==> src/rtl/prga_decrypt.sv <==
// -----------------------------------------------------------------------------
// prga_decrypt
//   RC4 pseudo-random generation stage. It reads an S-box that the
//   key-scheduling stage has already filled, and a length-prefixed ciphertext
//   memory. It writes the length-prefixed plaintext to a third memory. While
//   running, it permutes S in place.
//
//   Ports
//     clk, rst            clock, asynchronous active-high reset
//     en / rdy            start request / idle indication (en sampled when rdy=1)
//     s_addr, s_rddata,   S memory: address, read data (1-cycle latency),
//     s_wrdata, s_wren    write data, write enable
//     ct_addr, ct_rddata  ciphertext memory: address, read data (1-cycle latency)
//     pt_addr, pt_wrdata, plaintext memory: address, write data, write enable
//     pt_wren
//
//   rdy and both write enables come straight from flops, so they are
//   glitch-free.
//   The addresses and write data are decoded from registered state. Some of
//   them also depend on read data that arrives in the same cycle it is needed
//   (j+S[i], pad^CT[k]). Registering those values would add a cycle to every
//   dependent step.
// -----------------------------------------------------------------------------
module prga_decrypt #(
    parameter int ADDR_W = 8,
    parameter int DATA_W = 8
) (
    input  logic              clk,
    input  logic              rst,
    input  logic              en,
    output logic              rdy,
    output logic [ADDR_W-1:0] s_addr,
    input  logic [DATA_W-1:0] s_rddata,
    output logic [DATA_W-1:0] s_wrdata,
    output logic              s_wren,
    output logic [ADDR_W-1:0] ct_addr,
    input  logic [DATA_W-1:0] ct_rddata,
    output logic [ADDR_W-1:0] pt_addr,
    output logic [DATA_W-1:0] pt_wrdata,
    output logic              pt_wren
);

    localparam logic [ADDR_W-1:0] ADDR_ZERO = {ADDR_W{1'b0}};
    localparam logic [ADDR_W-1:0] ADDR_ONE  = {{(ADDR_W-1){1'b0}}, 1'b1};
    localparam logic [DATA_W-1:0] DATA_ZERO = {DATA_W{1'b0}};

    typedef enum logic [3:0] {
        IDLE   = 4'd0,
        RD_LEN = 4'd1,
        WR_LEN = 4'd2,
        RD_SI  = 4'd3,
        CALC_J = 4'd4,
        RD_SJ  = 4'd5,
        WR_SI  = 4'd6,
        WR_SJ  = 4'd7,
        RD_PAD = 4'd8,
        WR_PT  = 4'd9,
        DONE   = 4'd10
    } state_t;

    state_t            state_r;
    state_t            state_s;
    logic [ADDR_W-1:0] i_r;
    logic [ADDR_W-1:0] j_r;
    logic [ADDR_W-1:0] k_r;
    logic [ADDR_W-1:0] len_r;
    logic [DATA_W-1:0] si_r;
    logic [DATA_W-1:0] sj_r;
    logic              rdy_r;
    logic              s_wren_r;
    logic              pt_wren_r;
    logic [ADDR_W-1:0] s_addr_s;
    logic [DATA_W-1:0] s_wrdata_s;
    logic [ADDR_W-1:0] ct_addr_s;
    logic [ADDR_W-1:0] pt_addr_s;
    logic [DATA_W-1:0] pt_wrdata_s;

    // State register and flop-driven handshake/write-enable outputs.
    always_ff @(posedge clk or posedge rst) begin
        if (rst) begin
            state_r   <= IDLE;
            rdy_r     <= 1'b1;
            s_wren_r  <= 1'b0;
            pt_wren_r <= 1'b0;
        end else begin
            state_r   <= state_s;
            rdy_r     <= (state_s == IDLE) || (state_s == DONE);
            s_wren_r  <= (state_s == WR_SI) || (state_s == WR_SJ);
            pt_wren_r <= (state_s == WR_LEN) || (state_s == WR_PT);
        end
    end

    // Next-state decode plus per-state address and write-data selection.
    always_comb begin
        state_s     = state_r;
        s_addr_s    = ADDR_ZERO;
        s_wrdata_s  = DATA_ZERO;
        ct_addr_s   = ADDR_ZERO;
        pt_addr_s   = ADDR_ZERO;
        pt_wrdata_s = DATA_ZERO;
        case (state_r)
            IDLE, DONE: begin
                // DONE also accepts en, so a held en starts back-to-back runs.
                if (en) begin
                    state_s = RD_LEN;
                end else begin
                    state_s = IDLE;
                end
            end
            RD_LEN: begin
                ct_addr_s = ADDR_ZERO;
                state_s   = WR_LEN;
            end
            WR_LEN: begin
                pt_addr_s   = ADDR_ZERO;
                pt_wrdata_s = ct_rddata;
                if (ct_rddata == DATA_ZERO) begin
                    state_s = DONE;
                end else begin
                    state_s = RD_SI;
                end
            end
            RD_SI: begin
                s_addr_s = i_r + ADDR_ONE;
                state_s  = CALC_J;
            end
            CALC_J: begin
                // S[i] arrives this cycle; address S[j+S[i]] right away.
                s_addr_s = j_r + ADDR_W'(s_rddata);
                state_s  = RD_SJ;
            end
            RD_SJ: begin
                s_addr_s = j_r;
                state_s  = WR_SI;
            end
            WR_SI: begin
                s_addr_s   = i_r;
                s_wrdata_s = sj_r;
                state_s    = WR_SJ;
            end
            WR_SJ: begin
                s_addr_s   = j_r;
                s_wrdata_s = si_r;
                state_s    = RD_PAD;
            end
            RD_PAD: begin
                // Both swap writes have landed, so this reads the post-swap S.
                s_addr_s  = ADDR_W'(si_r) + ADDR_W'(sj_r);
                ct_addr_s = k_r;
                state_s   = WR_PT;
            end
            WR_PT: begin
                pt_addr_s   = k_r;
                pt_wrdata_s = s_rddata ^ ct_rddata;
                // The loop ends on the k==len compare, not on wrap, so len=255 works.
                if (k_r == len_r) begin
                    state_s = DONE;
                end else begin
                    state_s = RD_SI;
                end
            end
            default: begin
                state_s = IDLE;
            end
        endcase
    end

    // RC4 indices, loop counter, length and swap operands.
    always_ff @(posedge clk or posedge rst) begin
        if (rst) begin
            i_r   <= ADDR_ZERO;
            j_r   <= ADDR_ZERO;
            k_r   <= ADDR_ZERO;
            len_r <= ADDR_ZERO;
            si_r  <= DATA_ZERO;
            sj_r  <= DATA_ZERO;
        end else begin
            case (state_r)
                IDLE, DONE: begin
                    if (en) begin
                        i_r <= ADDR_ZERO;
                        j_r <= ADDR_ZERO;
                        k_r <= ADDR_ZERO;
                    end
                end
                WR_LEN: begin
                    len_r <= ADDR_W'(ct_rddata);
                    k_r   <= ADDR_ONE;
                end
                RD_SI: begin
                    i_r <= i_r + ADDR_ONE;
                end
                CALC_J: begin
                    si_r <= s_rddata;
                    j_r  <= j_r + ADDR_W'(s_rddata);
                end
                RD_SJ: begin
                    sj_r <= s_rddata;
                end
                WR_PT: begin
                    if (k_r != len_r) begin
                        k_r <= k_r + ADDR_ONE;
                    end
                end
                default: begin
                end
            endcase
        end
    end

    assign rdy       = rdy_r;
    assign s_wren    = s_wren_r;
    assign pt_wren   = pt_wren_r;
    assign s_addr    = s_addr_s;
    assign s_wrdata  = s_wrdata_s;
    assign ct_addr   = ct_addr_s;
    assign pt_addr   = pt_addr_s;
    assign pt_wrdata = pt_wrdata_s;

endmodule

==> config.mk <==
export PLATFORM = sky130hd
export DESIGN_NAME = prga_decrypt
export DESIGN_NICKNAME = d
export VERILOG_FILES = /design/src/rtl/prga_decrypt.sv
export SDC_FILE = /design/constraint.sdc
export NUM_CORES = 1
export LEC_CHECK = 0
export CORE_MARGIN = 1
export CORE_UTILIZATION = 40
export CTS_BUF_LIST = sky130_fd_sc_hd__clkbuf_4 sky130_fd_sc_hd__clkbuf_8
export DETAILED_ROUTE_END_ITERATION = 7
export GPL_TIMING_DRIVEN = 0
export PLACE_DENSITY = 0.72
export SLEW_MARGIN = 20
export SYNTH_ARGS = -nofsm -noshare
export SYNTH_HDL_FRONTEND = slang
export SYNTH_SLANG_ARGS = --single-unit
export TNS_END_PERCENT = 10
==> constraint.sdc <==
create_clock -name clk -period 3.06 [get_ports clk]
set_clock_uncertainty 0.15 [all_clocks]
set_input_delay 0.612 -clock clk [delete_from_list [all_inputs] [get_ports clk]]
set_output_delay 0.612 -clock clk [all_outputs]
set_load 0.01 [all_outputs]
# Word level (Yosys, flattened, before mapping)
# Cells that the tools add are included.
# W data, S select, Z words.
[word_totals]
register_bits = 55
in_bits = 19
output_inout_bits = 43
word_cells = 62
[classes]
add_sub_neg = 4
eq_ne = 19
mux = 14
bitwise = 1
n_reduce_logical = 14
[ops]
columns = ["operator", "count"]
rows = [
  ["$pmux W8 S2", 4],
  ["$pmux W4 S10", 1],
  ["$pmux W8 S5", 1],
  ["$mux W8", 4],
  ["$eq A4 B3 Y1 const B", 6],
  ["$pmux W8 S3", 1],
  ["$eq A4 B4 Y1 const B", 5],
  ["$add A8 B1 Y8 const B", 2],
  ["$add A8 B8 Y8", 2],
  ["$eq A4 B2 Y1 const B", 3],
  ["$eq A8 B8 Y1", 1],
  ["$logic_not A4 Y1", 2],
  ["$logic_not A8 Y1", 1],
  ["$mux W4", 2],
  ["$ne A8 B8 Y1", 1],
  ["$xor A8 B8 Y8", 1],
  ["$eq A4 B1 Y1 const B", 1],
  ["$ne A2 B2 Y1 const B", 2],
  ["$reduce_and A2 Y1", 2],
  ["$reduce_bool A2 Y1", 2],
  ["$reduce_or A2 Y1", 2],
  ["$logic_or A1 B1 Y1", 3],
  ["$reduce_and A3 Y1", 1],
  ["$reduce_bool A3 Y1", 1],
  ["$mux W1", 1],
]

# Depth between registers and ports, before layout
# Gate-level depths: netlist (run 1).
[depth]
word_depth = 5
mapped_depth = 8
depth_no_buf = 8

# Worst setup path before layout (run 1)
# OpenSTA, ideal clock, no wires.
[synth_path]
path_kind = "register to output"
start = "register si_r[0]"
end = "output port s_addr[6]"
arrival_ns = 2.038
setup_slack_ns = 0.260
stages_incl_launch_ff = 8
path_buffers = 0
cell_sequence = "dfrtp_1 -> ha_1 -> fa_1 -> a211oi_1 -> o21bai_1 -> a21oi_1 -> xor2_1 -> o311ai_0"
[synth_via]
elab_chain_cells = 2
[synth_rtl]
columns = ["element", "line_no", "source"]
rows = [
  ["start, declared", "67", "logic [DATA_W-1:0] si_r;"],
  ["start signal, assigned", "194", "si_r <= s_rddata;"],
  ["$add A8 B8 Y8", "148", "s_addr_s = ADDR_W'(si_r) + ADDR_W'(sj_r);"],
  ["$pmux W8 S5", "101", "case (state_r)"],
  ["end, declared", "32", "output logic [ADDR_W-1:0] s_addr,"],
]
# Every way passes these cells.

# Worst setup path after layout (run 1)
# Ends and elaborated chain as after synthesis.

==> results.json, run 1 <==
{
  "outcome": "complete, but fails checks",
  "failed_checks": "setup timing",
  "crit_start": "si_r[0]",
  "i_o_pin_total": 62,
  "place.detailed.instances": 589,
  "final_net_count": 543,
  "min-delay-path-class": "register to register",
  "power.combinational.fraction_pct": 62.8,
  "number_of_flops_mapped_to_enable_cells_by_yosys": 0,
  "end_kind": "output pin",
  "worst-setup-path-type": "register to output pin",
  "placer_congestion": 0.906,
  "synth.lib_cells_used.distinct": 61,
  "synthesis.area_mm2": 0.00374,
  "grt-ovfl-total": 0,
  "cts.sinks": 55,
  "die_h_um": 98.7,
  "htreeDepth": 2,
  "achievable-frequency_mhz": 313,
  "critical_path.max_stage_delay_ps": 400,
  "cellLeakagePower_uw": 0.00228,
  "dieWidth_um": 98.7,
  "critPathMaxFanout": 3,
  "grtUsageTotal_pct": 23.3,
  "insertedDiodeCount": 0,
  "clk_latency_ps": 310,
  "power.clock.fraction_pct": 9.0,
  "worstPathRequired_ps": 2300,
  "path_depth": 8,
  "core.rowCount": 34,
  "rrSetupSlack_ps": 810,
  "timing_worst_slew_pin_value_ps": 851,
  "place_hpwl_mm": 7.65,
  "hold_violations": 0,
  "critical-path-slowest-cell": "sky130_fd_sc_hd__dfrtp_1",
  "drt_iter0_drc": 252,
  "groute.layer.met1.usage_pct": 32.0,
  "synth_top_flop_cell": "sky130_fd_sc_hd__dfrtp_1",
  "cts_max_path_buffers": 2,
  "netlist_instances": 420,
  "critical_path.endpoint": "s_addr[6]",
  "clock-root-buffer": "sky130_fd_sc_hd__clkbuf_8",
  "yosysWarnings": 0,
  "power.density_mw_per_mm2": 919,
  "finalSetupViolations": 4,
  "vias_per_cell": 6.00,
  "drt-pass1-iter-count": 5,
  "ctsHoldBuffers": 0,
  "maxSlewHeadroom_pct": 43.3,
  "synthesis_stage_register_bit_count": 55,
  "grt_max_degree": 56,
  "setup_slack_ps": -138,
  "avgRoutedWirePerCell_um": 18.2,
  "seq_power_share_pct": 28.2,
  "totalWireLength_mm": 11.2,
  "timing.final.crit_period_ps": 3200,
  "kind_of_cell_with_the_highest_combined_delay_on_the_critical_path": "compound AO/OA/AOI/OAI gates",
  "reg2reg_depth": 7,
  "switching_share_pct": 43.8,
  "detail-route-antenna-nets": 0,
  "design.die.area_mm2": 0.00974,
  "synth_area_per_cell_um2": 8.91,
  "clkSlewWorstSetupHoldPaths_ps": 90,
  "via_count": 3686,
  "cp.buffers_inverters": 1,
  "grt_pass1_vias": 3484,
  "asyncSetResetFlopFracSynth_pct": 100,
  "antenna_found_initial": 0,
  "final_cell_count_no_fill": 614,
  "fraction_of_met2_tracks_used_by_global_routing_pct": 37.8,
  "timing.critical_path.cells": "ha_2 -> fa_2 -> a211oi_2 -> o21bai_1 -> a21oi_1 -> xor2_1 -> o311ai_2 -> buf_2",
  "syn-num-nets": 457,
  "globalRouteMet3Util_pct": 3.55,
  "arrival_ps": 2440,
  "worstReg2RegEnd": "rdy",
  "buffer_ports.inserted": 61,
  "yosysTopAreaCell": "sky130_fd_sc_hd__dfrtp_1",
  "seq_area_frac_synth_pct": 36.8,
  "yosys-top-cells-area": "sky130_fd_sc_hd__dfrtp_1, sky130_fd_sc_hd__nand2_1, sky130_fd_sc_hd__ha_1",
  "floorplan.initialDensity_pct": 42.1,
  "grt_first_pass_wirelength_mm": 17.9,
  "netSwitchingPower_uw": 2030,
  "r2r_start": "k_r[2]",
  "setup.worst_path.start_class": "register",
  "syn_to_final_growth_pct": 34.8,
  "core_region_area_mm2": 0.00889,
  "cts_made_buffers": 5,
  "drv.max_cap_violation_count": 0,
  "dp_worst_setup_slack_ps": -1120,
  "grt-busiest-layer": "met2",
  "hold-path-cell-count": 2,
  "grt_setup_unrepaired": "true",
  "detail_route.drc_violations": 0,
  "vdd_drop_max_mv": 0.484,
  "final.period_utilization_pct": 104,
  "timing.final.max_slew_violations": 0,
  "cell_internal_pwr_uw": 2600,
  "fraction_of_final_layout_cells_sized_beyond_drive_strength_1_pct": 25.3,
  "tritoncts_clock_tree": "yes",
  "filler_cell_count": 763,
  "synthDominantCellAreaShare_pct": 36.1
}
==> placed cells by master (no fill, tap or decap), types with 6 or more instances in the layout <==
| cell type | instances |
|---|---|
| sky130_fd_sc_hd__nand2_1 | 54 |
| sky130_fd_sc_hd__dfrtp_1 | 51 |
| sky130_fd_sc_hd__o21ai_0 | 32 |
| sky130_fd_sc_hd__nor2_1 | 23 |
| sky130_fd_sc_hd__buf_4 | 21 |
| sky130_fd_sc_hd__clkdlybuf4s50_1 | 21 |
| sky130_fd_sc_hd__mux2_2 | 16 |
| sky130_fd_sc_hd__and2_1 | 15 |
| sky130_fd_sc_hd__buf_2 | 13 |
| sky130_fd_sc_hd__xnor2_1 | 13 |
| sky130_fd_sc_hd__a21oi_1 | 12 |
| sky130_fd_sc_hd__a22o_1 | 11 |
| sky130_fd_sc_hd__dlygate4sd2_1 | 11 |
| sky130_fd_sc_hd__a21o_1 | 10 |
| sky130_fd_sc_hd__ha_4 | 10 |
| sky130_fd_sc_hd__clkbuf_8 | 9 |
| sky130_fd_sc_hd__dlymetal6s2s_1 | 9 |
| sky130_fd_sc_hd__inv_1 | 8 |
| sky130_fd_sc_hd__nand3_1 | 8 |
| sky130_fd_sc_hd__nand2b_1 | 7 |
| sky130_fd_sc_hd__nor3_1 | 7 |
| sky130_fd_sc_hd__nand4_1 | 6 |
| sky130_fd_sc_hd__a31oi_1 | 6 |
==> worst reg2reg max path, stage by stage, from the launching register on <==
cell	delay, ps
sky130_fd_sc_hd__dfrtp_1	340
sky130_fd_sc_hd__clkbuf_1	300
sky130_fd_sc_hd__xnor2_1	160
sky130_fd_sc_hd__nand4_1	120
sky130_fd_sc_hd__or2_2	300
sky130_fd_sc_hd__clkbuf_1	230
sky130_fd_sc_hd__o211ai_1	300
sky130_fd_sc_hd__mux2i_1	270
==> metrics by stage <==
stage | area (µm²) | hold slack [ps] | setup TNS [ps] | total power (µW) | utilization (%)
5_1_grt | 5040 | 412 | -1060 | 4950 | 56.7
3_3_place_gp | 4490 | 348 | -20570 | 3580 | 50.5
4_1_cts | 4870 | 378 | -1290 | 4420 | 54.8
6_report | 5040 | 374 | -267 | 4630 | 56.7
2_1_floorplan | 3740 | 323 | 0 | 2870 | -
3_5_place_dp | 4490 | 353 | -11240 | 3640 | 50.5
==> cell usage after synthesis, types with 2 or more instances <==
cell type                  number
sky130_fd_sc_hd__nand2_1       55
sky130_fd_sc_hd__dfrtp_1       54
sky130_fd_sc_hd__o21ai_0       35
sky130_fd_sc_hd__nor2_1        29
sky130_fd_sc_hd__ha_1          16
sky130_fd_sc_hd__mux2_2        16
sky130_fd_sc_hd__and2_1        15
sky130_fd_sc_hd__a21oi_1       14
sky130_fd_sc_hd__xnor2_1       13
sky130_fd_sc_hd__clkbuf_1      12
sky130_fd_sc_hd__a22o_1        11
sky130_fd_sc_hd__a21o_1        10
sky130_fd_sc_hd__inv_1         10
sky130_fd_sc_hd__nand2b_1       9
sky130_fd_sc_hd__nand3_1        9
sky130_fd_sc_hd__a211oi_1       8
sky130_fd_sc_hd__nor3_1         8
sky130_fd_sc_hd__a31oi_1        6
sky130_fd_sc_hd__nand4_1        6
sky130_fd_sc_hd__o31ai_1        6
sky130_fd_sc_hd__o211ai_1       5
sky130_fd_sc_hd__xor2_1         5
sky130_fd_sc_hd__a221oi_1       4
sky130_fd_sc_hd__buf_2          4
sky130_fd_sc_hd__nor2b_1        4
sky130_fd_sc_hd__o21a_1         4
sky130_fd_sc_hd__nand3b_1       3
sky130_fd_sc_hd__nor3b_1        3
sky130_fd_sc_hd__nor4_1         3
sky130_fd_sc_hd__a211o_1        2
sky130_fd_sc_hd__and3_1         2
sky130_fd_sc_hd__buf_1          2
sky130_fd_sc_hd__fa_1           2
sky130_fd_sc_hd__mux2i_1        2
sky130_fd_sc_hd__nor2_2         2
sky130_fd_sc_hd__o21bai_1       2
sky130_fd_sc_hd__o22ai_1        2
sky130_fd_sc_hd__o311ai_0       2
sky130_fd_sc_hd__or2_2          2
sky130_fd_sc_hd__or4_1          2
==> worst min path at each step <==
stage	from	to	slack, ps
after global routing	len_r[6]	len_r[6]	410
final	si_r[5]	si_r[5]	370
after floorplan	j_r[6]	j_r[6]	320
after global placement	si_r[3]	si_r[3]	350
after CTS	si_r[5]	si_r[5]	380
after detailed placement	si_r[3]	si_r[3]	350
==> kinds of logic (layout without fill, tap and decap cells) <==
group                    Yosys count  after routing  synth area share, %
adder cells (fa/ha/maj)           18             18                 6.42
buffers and inverters             29            115                 3.24
multiplexers                      18             18                 5.35
flip-flops                        55             55                 36.8
AND/OR/NAND/NOR                  162            162                 22.2
XOR/XNOR                          18             18                 4.21
AO/OA/AOI/OAI                    120            120                 21.7
==> sequential cells by signal, summed over array words and instances, names as in the netlist <==
| register | cells |
|---|---|
| k_r | 8 |
| i_r | 8 |
| sj_r | 8 |
| si_r | 8 |
| rdy | 1 |
| s_wren | 1 |
| pt_wren | 1 |
| len_r | 8 |
| state_r | 4 |
| j_r | 8 |
==> final cells by class <==
cell class | count | area, µm² | area share [%]
tap | 108 | 135 | 2.68
sequential | 55 | 1380 | 27.4
buffer | 19 | 163 | 3.23
inverter | 10 | 40.0 | 0.794
timing repair buffer | 79 | 686 | 13.6
clock buffer | 6 | 82.6 | 1.64
clock inverter | 1 | 5.00 | 0.0992
multi-input combinational | 336 | 2550 | 50.6
==> power groups by stage <==
stage	Clock, µW	Combinational, µW	Sequential (µW)
floorplan	0	1650	1210
global placement	0	2320	1260
detailed placement	0	2360	1280
CTS	426	2700	1300
global route	455	3160	1340
finish	418	2910	1310
==> per-layer routing <==
metal,part of all wire (%),wire length (µm),up-vias
met4,2.1,231,0
met3,5.7,641,21
li1,-,-,1704
met1,45,5010,1790
met5,0,0,-
met2,48,5320,171
==> what timing repair did <==
action / 4_1_cts / 5_1_grt
setup endpoints to repair: 38 / 29
gates resized for setup: 146 / 37
pin swaps: 12 / 9
buffers inserted: 4 / 14
Note: power is estimated with default switching activity, not from simulation.
==> run 2, diff against run 1 <==
Settings changed: CAP_MARGIN set to 20, CTS_CLUSTER_DIAMETER set to 120.
==> results of run 2 <==
Final layout, timing and power as in run 1 (identical DEF).
==> run 3, diff against run 2 <==
Settings changed: PLACE_DENSITY 0.72 to not set.
==> results.json, run 3 (synthesized netlist as in run 1, its figures left out) <==
{
  "i_o_pin_total": 62,
  "antenna_found_initial": 0,
  "reg2reg_depth": 6,
  "mostFrequentLayoutCells": "sky130_fd_sc_hd__nand2_1, sky130_fd_sc_hd__dfrtp_1, sky130_fd_sc_hd__clkdlybuf4s50_1, sky130_fd_sc_hd__o21ai_0, sky130_fd_sc_hd__nor2_1",
  "vias_per_cell": 5.85,
  "avgRoutedWirePerCell_um": 18.4,
  "multi_input_comb_area_mm2": 0.00254,
  "clkSlewWorstSetupHoldPaths_ps": 100,
  "finalSetupViolations": 14,
  "worst-setup-path-type": "register to output pin",
  "drt_iter0_drc": 187,
  "grt_setup_unrepaired": "true",
  "cellLeakagePower_uw": 0.00225,
  "setup.worst_path.start_class": "register",
  "cp.buffers_inverters": 3,
  "final.period_utilization_pct": 105,
  "timing.critical_path.cells": "buf_2 -> buf_4 -> nor2_2 -> nand2_2 -> o311ai_1 -> clkdlybuf4s50_1",
  "hold_violations": 0,
  "cts_made_buffers": 5,
  "grt_pass1_vias": 3444,
  "design.die.area_mm2": 0.00974,
  "seqCellArea_mm2": 0.00138,
  "fin_worst_hold_slack_ps": 380,
  "totalWireLength_mm": 11.2,
  "grtUsageTotal_pct": 23.7,
  "htreeDepth": 2,
  "buffer_ports.inserted": 61,
  "achievable-frequency_mhz": 310,
  "vdd_drop_max_mv": 0.502,
  "drt-pass1-iter-count": 5,
  "arrival_ps": 2460,
  "critical-path-slowest-cell": "sky130_fd_sc_hd__clkdlybuf4s50_1",
  "power.density_mw_per_mm2": 917,
  "insertedDiodeCount": 0,
  "core.rowCount": 34,
  "fraction_of_final_layout_cells_sized_beyond_drive_strength_1_pct": 24.2,
  "power.clock.fraction_pct": 9.7,
  "worstPathRequired_ps": 2300,
  "die_h_um": 98.7,
  "hold-path-cell-count": 2,
  "via_count": 3550,
  "cts.sinks": 55,
  "final_net_count": 535,
  "failed_checks": "setup timing",
  "cell_internal_pwr_uw": 2580,
  "min-delay-path-class": "register to register",
  "detail_route.drc_violations": 0,
  "kind_of_cell_with_the_highest_combined_delay_on_the_critical_path": "buffers and inverters",
  "critPathMaxFanout": 10,
  "clock-root-buffer": "sky130_fd_sc_hd__clkbuf_8",
  "timing_worst_slew_pin_value_ps": 855,
  "floorplan.initialDensity_pct": 42.1,
  "filler_cell_count": 810,
  "place_hpwl_mm": 7.74,
  "switching_share_pct": 43.7,
  "dp_worst_setup_slack_ps": -1100,
  "core_region_area_mm2": 0.00889,
  "maxSlewHeadroom_pct": 43.0,
  "clk_latency_ps": 310,
  "setup_slack_ps": -166,
  "netSwitchingPower_uw": 2000,
  "grt_first_pass_wirelength_mm": 18.2,
  "syn_to_final_growth_pct": 33.5,
  "critical_path.max_stage_delay_ps": 600,
  "tritoncts_clock_tree": "yes",
  "path_depth": 6,
  "dieWidth_um": 98.7,
  "detail-route-antenna-nets": 0,
  "cts_max_path_buffers": 2,
  "drv.max_cap_violation_count": 0,
  "power.combinational.fraction_pct": 62.0,
  "final_common_cell": "sky130_fd_sc_hd__nand2_1",
  "outcome": "complete, but fails checks",
  "seq_power_share_pct": 28.4,
  "placer_congestion": 0.902,
  "end_kind": "output pin",
  "timing.final.max_slew_violations": 0,
  "grt-ovfl-total": 0,
  "timing.final.crit_period_ps": 3230,
  "grt_max_degree": 56
}
[run 3: final cells by class]
cell class	instances	share of cell area (%)
clock buffer	8	1.83
buffer	19	3.21
timing repair buffer	71	12.9
inverter	10	0.802
tap	108	2.71
sequential	55	27.6
multi-input combinational	336	50.9
[run 3: tightest hold or removal path, delay by kind of cell, from the launching register on]
family | cells | cell delay, ps
DFF | 1 | 390
and+or+nand+nor | 2 | 110
[run 3: power by group through the flow]
stage	Clock (µW)	Combinational, µW	Sequential, µW
3_3_place_gp	0	2340	1270
6_report	444	2840	1300
4_1_cts	444	2740	1290
5_1_grt	477	3120	1330
3_5_place_dp	0	2370	1280
2_1_floorplan	0	1650	1210
[run 3: worst paths after layout]
check / startpoint / endpoint / slack [ps]
worst max register to register: state_r[0] / rdy / 750
max in group asynchronous: rst / i_r[0] / 1620
min in group asynchronous: rst / k_r[3] / 610
worst min-delay path: si_r[6] / si_r[6] / 380
worst min register to register: si_r[6] / si_r[6] / 380
worst max-delay path: state_r[0] / s_addr[3] / -170
[run 3: layer usage]
layer / track usage (%) / vias up / routed length, µm / share of wire, %
met4: 5.63 / 0 / 92 / 0.82
met1: 34.9 / 1743 / 5430 / 49
met5: 0 / - / 0 / 0
met2: 36.5 / 116 / 5040 / 45
met3: 3.97 / 8 / 622 / 5.6
li1: - / 1683 / - / -
[run 3: metrics by stage]
stage	TNS, ps	instances	util, %	total power, µW	area [µm²]
CTS	-3670	604	55.3	4470	4920
detailed placement	-12690	589	50.5	3650	4490
global placement	-23210	589	50.5	3610	4490
global route	-2710	607	56.2	4930	4990
finish	-966	607	56.2	4580	4990
floorplan	0	420	-	2870	3740
[run 3: timing repair]
action | 4_1_cts | 5_1_grt
setup buffers | 7 | 3
resized for setup | 109 | 75
pin swaps | 11 | 9
hold buffers | 0 | 0
setup endpoints to repair | 38 | 37
